<file path="config.mk">
export PLATFORM = sky130hd
export DESIGN_NAME = spi_shift_engine
export DESIGN_NICKNAME = d
export VERILOG_FILES = /design/src/rtl/spi_shift_engine_pkg.sv /design/src/rtl/spi_shift_engine_bit_index.sv /design/src/rtl/spi_shift_engine.sv
export SDC_FILE = /design/constraint.sdc
export NUM_CORES = 1
export LEC_CHECK = 0
export CORE_MARGIN = 2
export CORE_UTILIZATION = 56
export CTS_BUF_LIST = sky130_fd_sc_hd__clkbuf_8
export DETAILED_ROUTE_END_ITERATION = 16
export GPL_TIMING_DRIVEN = 1
export HOLD_SLACK_MARGIN = 0.03
export PLACE_DENSITY = 0.82
export SYNTH_ARGS = -nofsm -noshare
export SYNTH_HDL_FRONTEND = slang
export SYNTH_HIERARCHICAL = 1
export SYNTH_SLANG_ARGS = --single-unit
</file>
<file path="constraint.sdc">
create_clock -name clk_in -period 3.38 [get_ports clk_in]
set_input_delay 0.507 -clock clk_in [delete_from_list [all_inputs] [get_ports clk_in]]
set_output_delay 0.507 -clock clk_in [all_outputs]
set_load 0.05 [all_outputs]
</file>
<file path="src/rtl/spi_shift_engine_pkg.sv">
// Shared constants and state encoding for the SPI character shift engine.
package spi_shift_engine_pkg;

    localparam int SPI_MAX_CHAR      = 32;
    localparam int SPI_CHAR_LEN_BITS = 5;

    typedef enum logic [1:0] {
        ST_IDLE  = 2'd0,
        ST_SHIFT = 2'd1,
        ST_DONE  = 2'd2
    } spi_state_t;

endpackage

</file>
<file path="src/rtl/spi_shift_engine_bit_index.sv">
// Maps a bit ordinal k onto its position inside the character,
// honouring LSB-first or MSB-first ordering.
module spi_bit_index
    import spi_shift_engine_pkg::*;
#(
    parameter int LEN_W = SPI_CHAR_LEN_BITS
) (
    input  logic [LEN_W:0]   k,
    input  logic [LEN_W:0]   len_eff,
    input  logic             lsb,
    output logic [LEN_W-1:0] pos
);

    logic [LEN_W:0] rev_s;

    // k == len_eff only occurs after the last tx bit; the result is unused then
    always_comb begin
        rev_s = len_eff - k - {{LEN_W{1'b0}}, 1'b1};
        if (lsb) begin
            pos = k[LEN_W-1:0];
        end else begin
            pos = rev_s[LEN_W-1:0];
        end
    end

endmodule

</file>
<file path="src/rtl/spi_shift_engine.sv">
// SPI character shift engine: drives MOSI and samples MISO on clock-gen
// strobes, reporting tip/last_clk upstream and rx_data/done downstream.
module spi_shift_engine
    import spi_shift_engine_pkg::*;
#(
    parameter int MAX_CHAR = SPI_MAX_CHAR,
    parameter int LEN_W    = SPI_CHAR_LEN_BITS
) (
    input  logic                clk_in,
    input  logic                rst_n,
    input  logic                go,
    input  logic [LEN_W-1:0]    len,
    input  logic                lsb,
    input  logic                tx_negedge,
    input  logic                rx_negedge,
    input  logic                pos_edge,
    input  logic                neg_edge,
    input  logic [MAX_CHAR-1:0] tx_data,
    input  logic                miso,
    output logic                tip,
    output logic                last_clk,
    output logic                mosi,
    output logic [MAX_CHAR-1:0] rx_data,
    output logic                done
);

    localparam int             CNT_W   = LEN_W + 1;
    localparam logic [CNT_W-1:0] CNT_ONE = CNT_W'(1);
    localparam logic [CNT_W-1:0] CNT_MAX = CNT_W'(MAX_CHAR);

    spi_state_t          state_r;
    logic [MAX_CHAR-1:0] tx_word_r;
    logic [CNT_W-1:0]    len_eff_r;
    logic                lsb_r;
    logic                tx_neg_r;
    logic                rx_neg_r;
    logic [CNT_W-1:0]    tx_cnt_r;
    logic [CNT_W-1:0]    rx_cnt_r;
    logic                mosi_r;
    logic                tip_r;
    logic                done_r;
    logic [MAX_CHAR-1:0] rx_data_r;

    logic [CNT_W-1:0]    len_in_s;
    logic [CNT_W-1:0]    load_last_s;
    logic [LEN_W-1:0]    load_pos_s;
    logic [CNT_W-1:0]    rx_cnt_nxt_s;
    logic                tx_edge_s;
    logic                rx_edge_s;
    logic [LEN_W-1:0]    tx_pos_s;
    logic [LEN_W-1:0]    rx_pos_s;

    // Effective length of the requested character and the first bit to drive
    always_comb begin
        if (len == {LEN_W{1'b0}}) begin
            len_in_s = CNT_MAX;
        end else begin
            len_in_s = {1'b0, len};
        end
        load_last_s = len_in_s - CNT_ONE;
        if (lsb) begin
            load_pos_s = {LEN_W{1'b0}};
        end else begin
            load_pos_s = load_last_s[LEN_W-1:0];
        end
    end

    // Edge selection uses the configuration latched at load
    always_comb begin
        if (tx_neg_r) begin
            tx_edge_s = neg_edge;
        end else begin
            tx_edge_s = pos_edge;
        end
        if (rx_neg_r) begin
            rx_edge_s = neg_edge;
        end else begin
            rx_edge_s = pos_edge;
        end
        rx_cnt_nxt_s = rx_cnt_r + CNT_ONE;
    end

    spi_bit_index #(.LEN_W(LEN_W)) u_tx_index (
        .k       (tx_cnt_r),
        .len_eff (len_eff_r),
        .lsb     (lsb_r),
        .pos     (tx_pos_s)
    );

    spi_bit_index #(.LEN_W(LEN_W)) u_rx_index (
        .k       (rx_cnt_r),
        .len_eff (len_eff_r),
        .lsb     (lsb_r),
        .pos     (rx_pos_s)
    );

    // Character sequencer: load, shift on strobes, single-cycle completion
    always_ff @(posedge clk_in or negedge rst_n) begin
        if (!rst_n) begin
            state_r   <= ST_IDLE;
            tx_word_r <= {MAX_CHAR{1'b0}};
            len_eff_r <= {CNT_W{1'b0}};
            lsb_r     <= 1'b0;
            tx_neg_r  <= 1'b0;
            rx_neg_r  <= 1'b0;
            tx_cnt_r  <= {CNT_W{1'b0}};
            rx_cnt_r  <= {CNT_W{1'b0}};
            mosi_r    <= 1'b0;
            tip_r     <= 1'b0;
            done_r    <= 1'b0;
            rx_data_r <= {MAX_CHAR{1'b0}};
        end else begin
            case (state_r)
                ST_IDLE: begin
                    tip_r  <= 1'b0;
                    done_r <= 1'b0;
                    if (go) begin
                        state_r   <= ST_SHIFT;
                        tip_r     <= 1'b1;
                        tx_word_r <= tx_data;
                        len_eff_r <= len_in_s;
                        lsb_r     <= lsb;
                        tx_neg_r  <= tx_negedge;
                        rx_neg_r  <= rx_negedge;
                        mosi_r    <= tx_data[load_pos_s];
                        tx_cnt_r  <= CNT_ONE;
                        rx_cnt_r  <= {CNT_W{1'b0}};
                        rx_data_r <= {MAX_CHAR{1'b0}};
                    end
                end
                ST_SHIFT: begin
                    // Sampling uses the pre-edge miso while mosi advances in parallel
                    if (tx_edge_s && (tx_cnt_r < len_eff_r)) begin
                        mosi_r   <= tx_word_r[tx_pos_s];
                        tx_cnt_r <= tx_cnt_r + CNT_ONE;
                    end
                    if (rx_edge_s) begin
                        rx_data_r[rx_pos_s] <= miso;
                        rx_cnt_r            <= rx_cnt_nxt_s;
                        if (rx_cnt_nxt_s == len_eff_r) begin
                            state_r <= ST_DONE;
                            tip_r   <= 1'b0;
                            done_r  <= 1'b1;
                        end
                    end
                end
                ST_DONE: begin
                    state_r <= ST_IDLE;
                    done_r  <= 1'b0;
                    tip_r   <= 1'b0;
                end
                default: begin
                    state_r <= ST_IDLE;
                    tip_r   <= 1'b0;
                    done_r  <= 1'b0;
                end
            endcase
        end
    end

    assign tip      = tip_r;
    assign done     = done_r;
    assign mosi     = mosi_r;
    assign rx_data  = rx_data_r;
    assign last_clk = (state_r == ST_SHIFT) && (rx_cnt_r == (len_eff_r - CNT_ONE));

endmodule

</file>
==> results.json <==
{
  "power_frac_seq_pct": 26.3,
  "skew_ps": 14.3,
  "pwr-share-clk_pct": 10.1,
  "start_util_pct": 58.2,
  "synth_edf_count": 0,
  "ys_seq_elements": 90,
  "die-area_um2": 10500,
  "max_freq_mhz": 317,
  "setup-tns-final_ps": 0,
  "wl_per_cell_um": 17.3,
  "critical_path_class": "reg -> reg",
  "final_cells": 846,
  "cts_buffer_depth": 2,
  "hold_class": "in -> async",
  "drc": 0,
  "power_frac_comb_pct": 63.6,
  "grt_max_degree": 75,
  "startpoint": "rx_cnt_r[0]",
  "rsz0062_at_grt": "false",
  "drv_cap": 0,
  "leakage_nw": 2.88,
  "drt-total-wl_um": 14700,
  "startpoint_type": "flop",
  "post-dp-hpwl_um": 10300,
  "avgSynthCellArea_um2": 8.43,
  "num_vias": 5122,
  "r2r-end": "rx_data[19]",
  "post-cts-setup-buffer-count": 0,
  "p_int_w": 0.00351,
  "initialDrtViolationCount": 377,
  "fill_cells": 772,
  "htreeDepth": 3,
  "synth_area_um2": 5410,
  "slew_headroom_pct": 37.5,
  "synth_flop_cell": "dfrtp_1",
  "yosysWarningCount": 6,
  "gp_congestion": 0.908,
  "switching_share_pct": 51.6,
  "cts_root_buffer": "clkbuf_8",
  "outcome": "complete, no violations",
  "first_pass_iters": 5,
  "r2r-start": "rx_cnt_r[0]",
  "hold_viol": 0,
  "timing.final.crit_share_pct": 93.4,
  "cp.arrival_ps": 3400,
  "synthDistinctLibCells": 52,
  "worstPathRequired_ps": 3620,
  "vias_per_cell": 6.05,
  "cts_tree": "done",
  "core_area_um2": 9280,
  "p_sw_w": 0.00374,
  "dp.cells": 830,
  "antenna_found_initial": 0,
  "synth_fp_nets": 706,
  "grt_overflow": 0,
  "worstMarginPinSlew_ps": 938,
  "drive_gt1_share_pct": 7.25,
  "ff2ff_path_depth": 10,
  "reg2reg_slack_ps": 220,
  "ys_seq_area_share_pct": 41.7,
  "setup_violations": 0,
  "std_cell_rows": 35,
  "final_max_slew_viol_count": 0,
  "path_max_fanout": 14,
  "dieHeight_um": 102,
  "grt_usage_pct": 29.7,
  "worstSetupEndpoint": "rx_data[19]",
  "dieWidth_um": 102,
  "syn_to_final_growth_pct": 21.0,
  "async_reset_ff_share_pct": 100,
  "cts_buffers": 9,
  "grt_first_pass_wirelength_um": 24400,
  "cts.sink_count": 90,
  "clkSlewWorstSetupHoldPaths_ps": 110,
  "end_kind": "flop",
  "final_nets": 777,
  "hold_buffers": 0,
  "grt_pass1_vias": 4978,
  "power_density_nw_per_um2": 1110,
  "diodes": 0,
  "drtAntennaViolNets": 0,
  "io_buffer_count": 81,
  "finalCriticalPeriod_ps": 3160,
  "synthCells": 641,
  "ir_worst_vdd_v": 0.000519,
  "holdWs_ps": 253,
  "pin_count": 82,
  "clk_latency_ps": 370
}
==> per-stage QoR <==
step / util, % / power [W] / area (µm²) / worst slack (ps)
5_1_grt: 70.5 / 0.00778 / 6540 / 57.2
6_report: 70.5 / 0.00726 / 6540 / 222
3_5_place_dp: 68.3 / 0.00640 / 6340 / 319
2_1_floorplan: - / 0.00511 / 5410 / 531
4_1_cts: 70.4 / 0.00717 / 6540 / 150
3_3_place_gp: 68.3 / 0.00623 / 6340 / 459
==> routing by layer <==
layer  part of all wire (%)  GRT usage (%)  vias to the layer above
met5                      0              0                        -
met2                     49           48.7                      213
met3                    6.4           4.99                       24
met1                     43           40.3                     2487
met4                    1.6           9.64                        0
li1                       -              -                     2398
==> what timing repair did <==
| item | CTS | global route |
|---|---|---|
| hold endpoints to repair | 0 | 0 |
| gates resized for setup | 0 | 1 |
| setup endpoints to repair | 0 | 1 |
==> worst min-delay path by stage <==
stage / from / endpoint / slack [ps]
2_1_floorplan: rst_n / done / 210
3_3_place_gp: tx_word_r[1] / tx_word_r[1] / 450
3_5_place_dp: tx_word_r[1] / tx_word_r[1] / 460
4_1_cts: rst_n / tx_word_r[7] / 300
5_1_grt: rst_n / tx_word_r[8] / 320
6_report: rst_n / tx_word_r[7] / 250
==> critical path, stage by stage (launching register included) <==
cell	delay, ps
dfrtp_1	480
inv_1	70
ha_1	230
fa_1	410
a21o_1	230
mux2i_1	140
o221ai_2	520
nor3b_1	490
a21oi_1	150
o21ai_0	180
o21ai_0	130
==> cells in the final DEF, fill, tap and decap left out, types with 7 or more instances in the layout <==
master             n
mux2_2             7
o21ai_0           84
ha_1              17
mux2i_1           17
clkbuf_8           9
dfrtp_1           90
a21oi_1           45
nand2_1          138
nand3b_1           8
or3_1              7
buf_4             16
inv_1             24
nor2_1            23
nor3_1             8
clkdlybuf4s50_1   79
xnor2_1           13
nand3_1           22
==> cell usage after synthesis, types with 6 or more instances <==
cell type / number / area (µm²)
buf_2: 8 / 40.0
nand3_1: 22 / 110
xnor2_1: 13 / 114
mux2_2: 7 / 78.8
or3_1: 7 / 43.8
a221oi_1: 6 / 52.6
nand2_1: 138 / 518
a21oi_1: 45 / 225
o211ai_1: 6 / 45.0
ha_1: 17 / 213
dfrtp_1: 90 / 2250
nor3b_1: 6 / 45.0
nor2b_1: 6 / 37.5
mux2i_1: 17 / 170
nand3b_1: 8 / 60.1
nor3_1: 8 / 40.0
clkbuf_1: 25 / 93.8
nor2_1: 23 / 86.3
inv_1: 24 / 90.1
o21ai_0: 85 / 425
==> cell families after synthesis <==
group | share of synthesized area [%]
buf+inv | 4.35
flops | 41.7
xor+xnor | 2.92
mux | 5.44
compound gates | 19.3
fa+ha+maj | 4.67
simple gates | 21.7
==> final cells by class <==
class	count	area, µm²	area share [%]
clock buffer	9	124	1.89
clock inverter	7	71.3	1.09
inverter	24	90.1	1.38
multi-input combinational	491	2920	44.6
sequential	90	2250	34.4
tap	129	161	2.47
timing repair buffer	96	923	14.1
==> power groups by stage <==
stage | logic, W | registers [W] | clock network [W]
2_1_floorplan | 0.00281 | 0.00230 | 0
3_3_place_gp | 0.00433 | 0.00190 | 0
3_5_place_dp | 0.00449 | 0.00192 | 0
4_1_cts | 0.00453 | 0.00190 | 0.000740
5_1_grt | 0.00501 | 0.00197 | 0.000800
6_report | 0.00461 | 0.00191 | 0.000732
==> state kept, by name, indices dropped and copies added (netlist names) <==
signal	flops
len_eff_r	6
rx_data	32
tx_cnt_r	6
lsb_r	1
rx_cnt_r	6
tx_word_r	32
tip	1
tx_neg_r	1
rx_neg_r	1
state_r	2
done	1
mosi	1
Power figures use the tool's default switching activity.
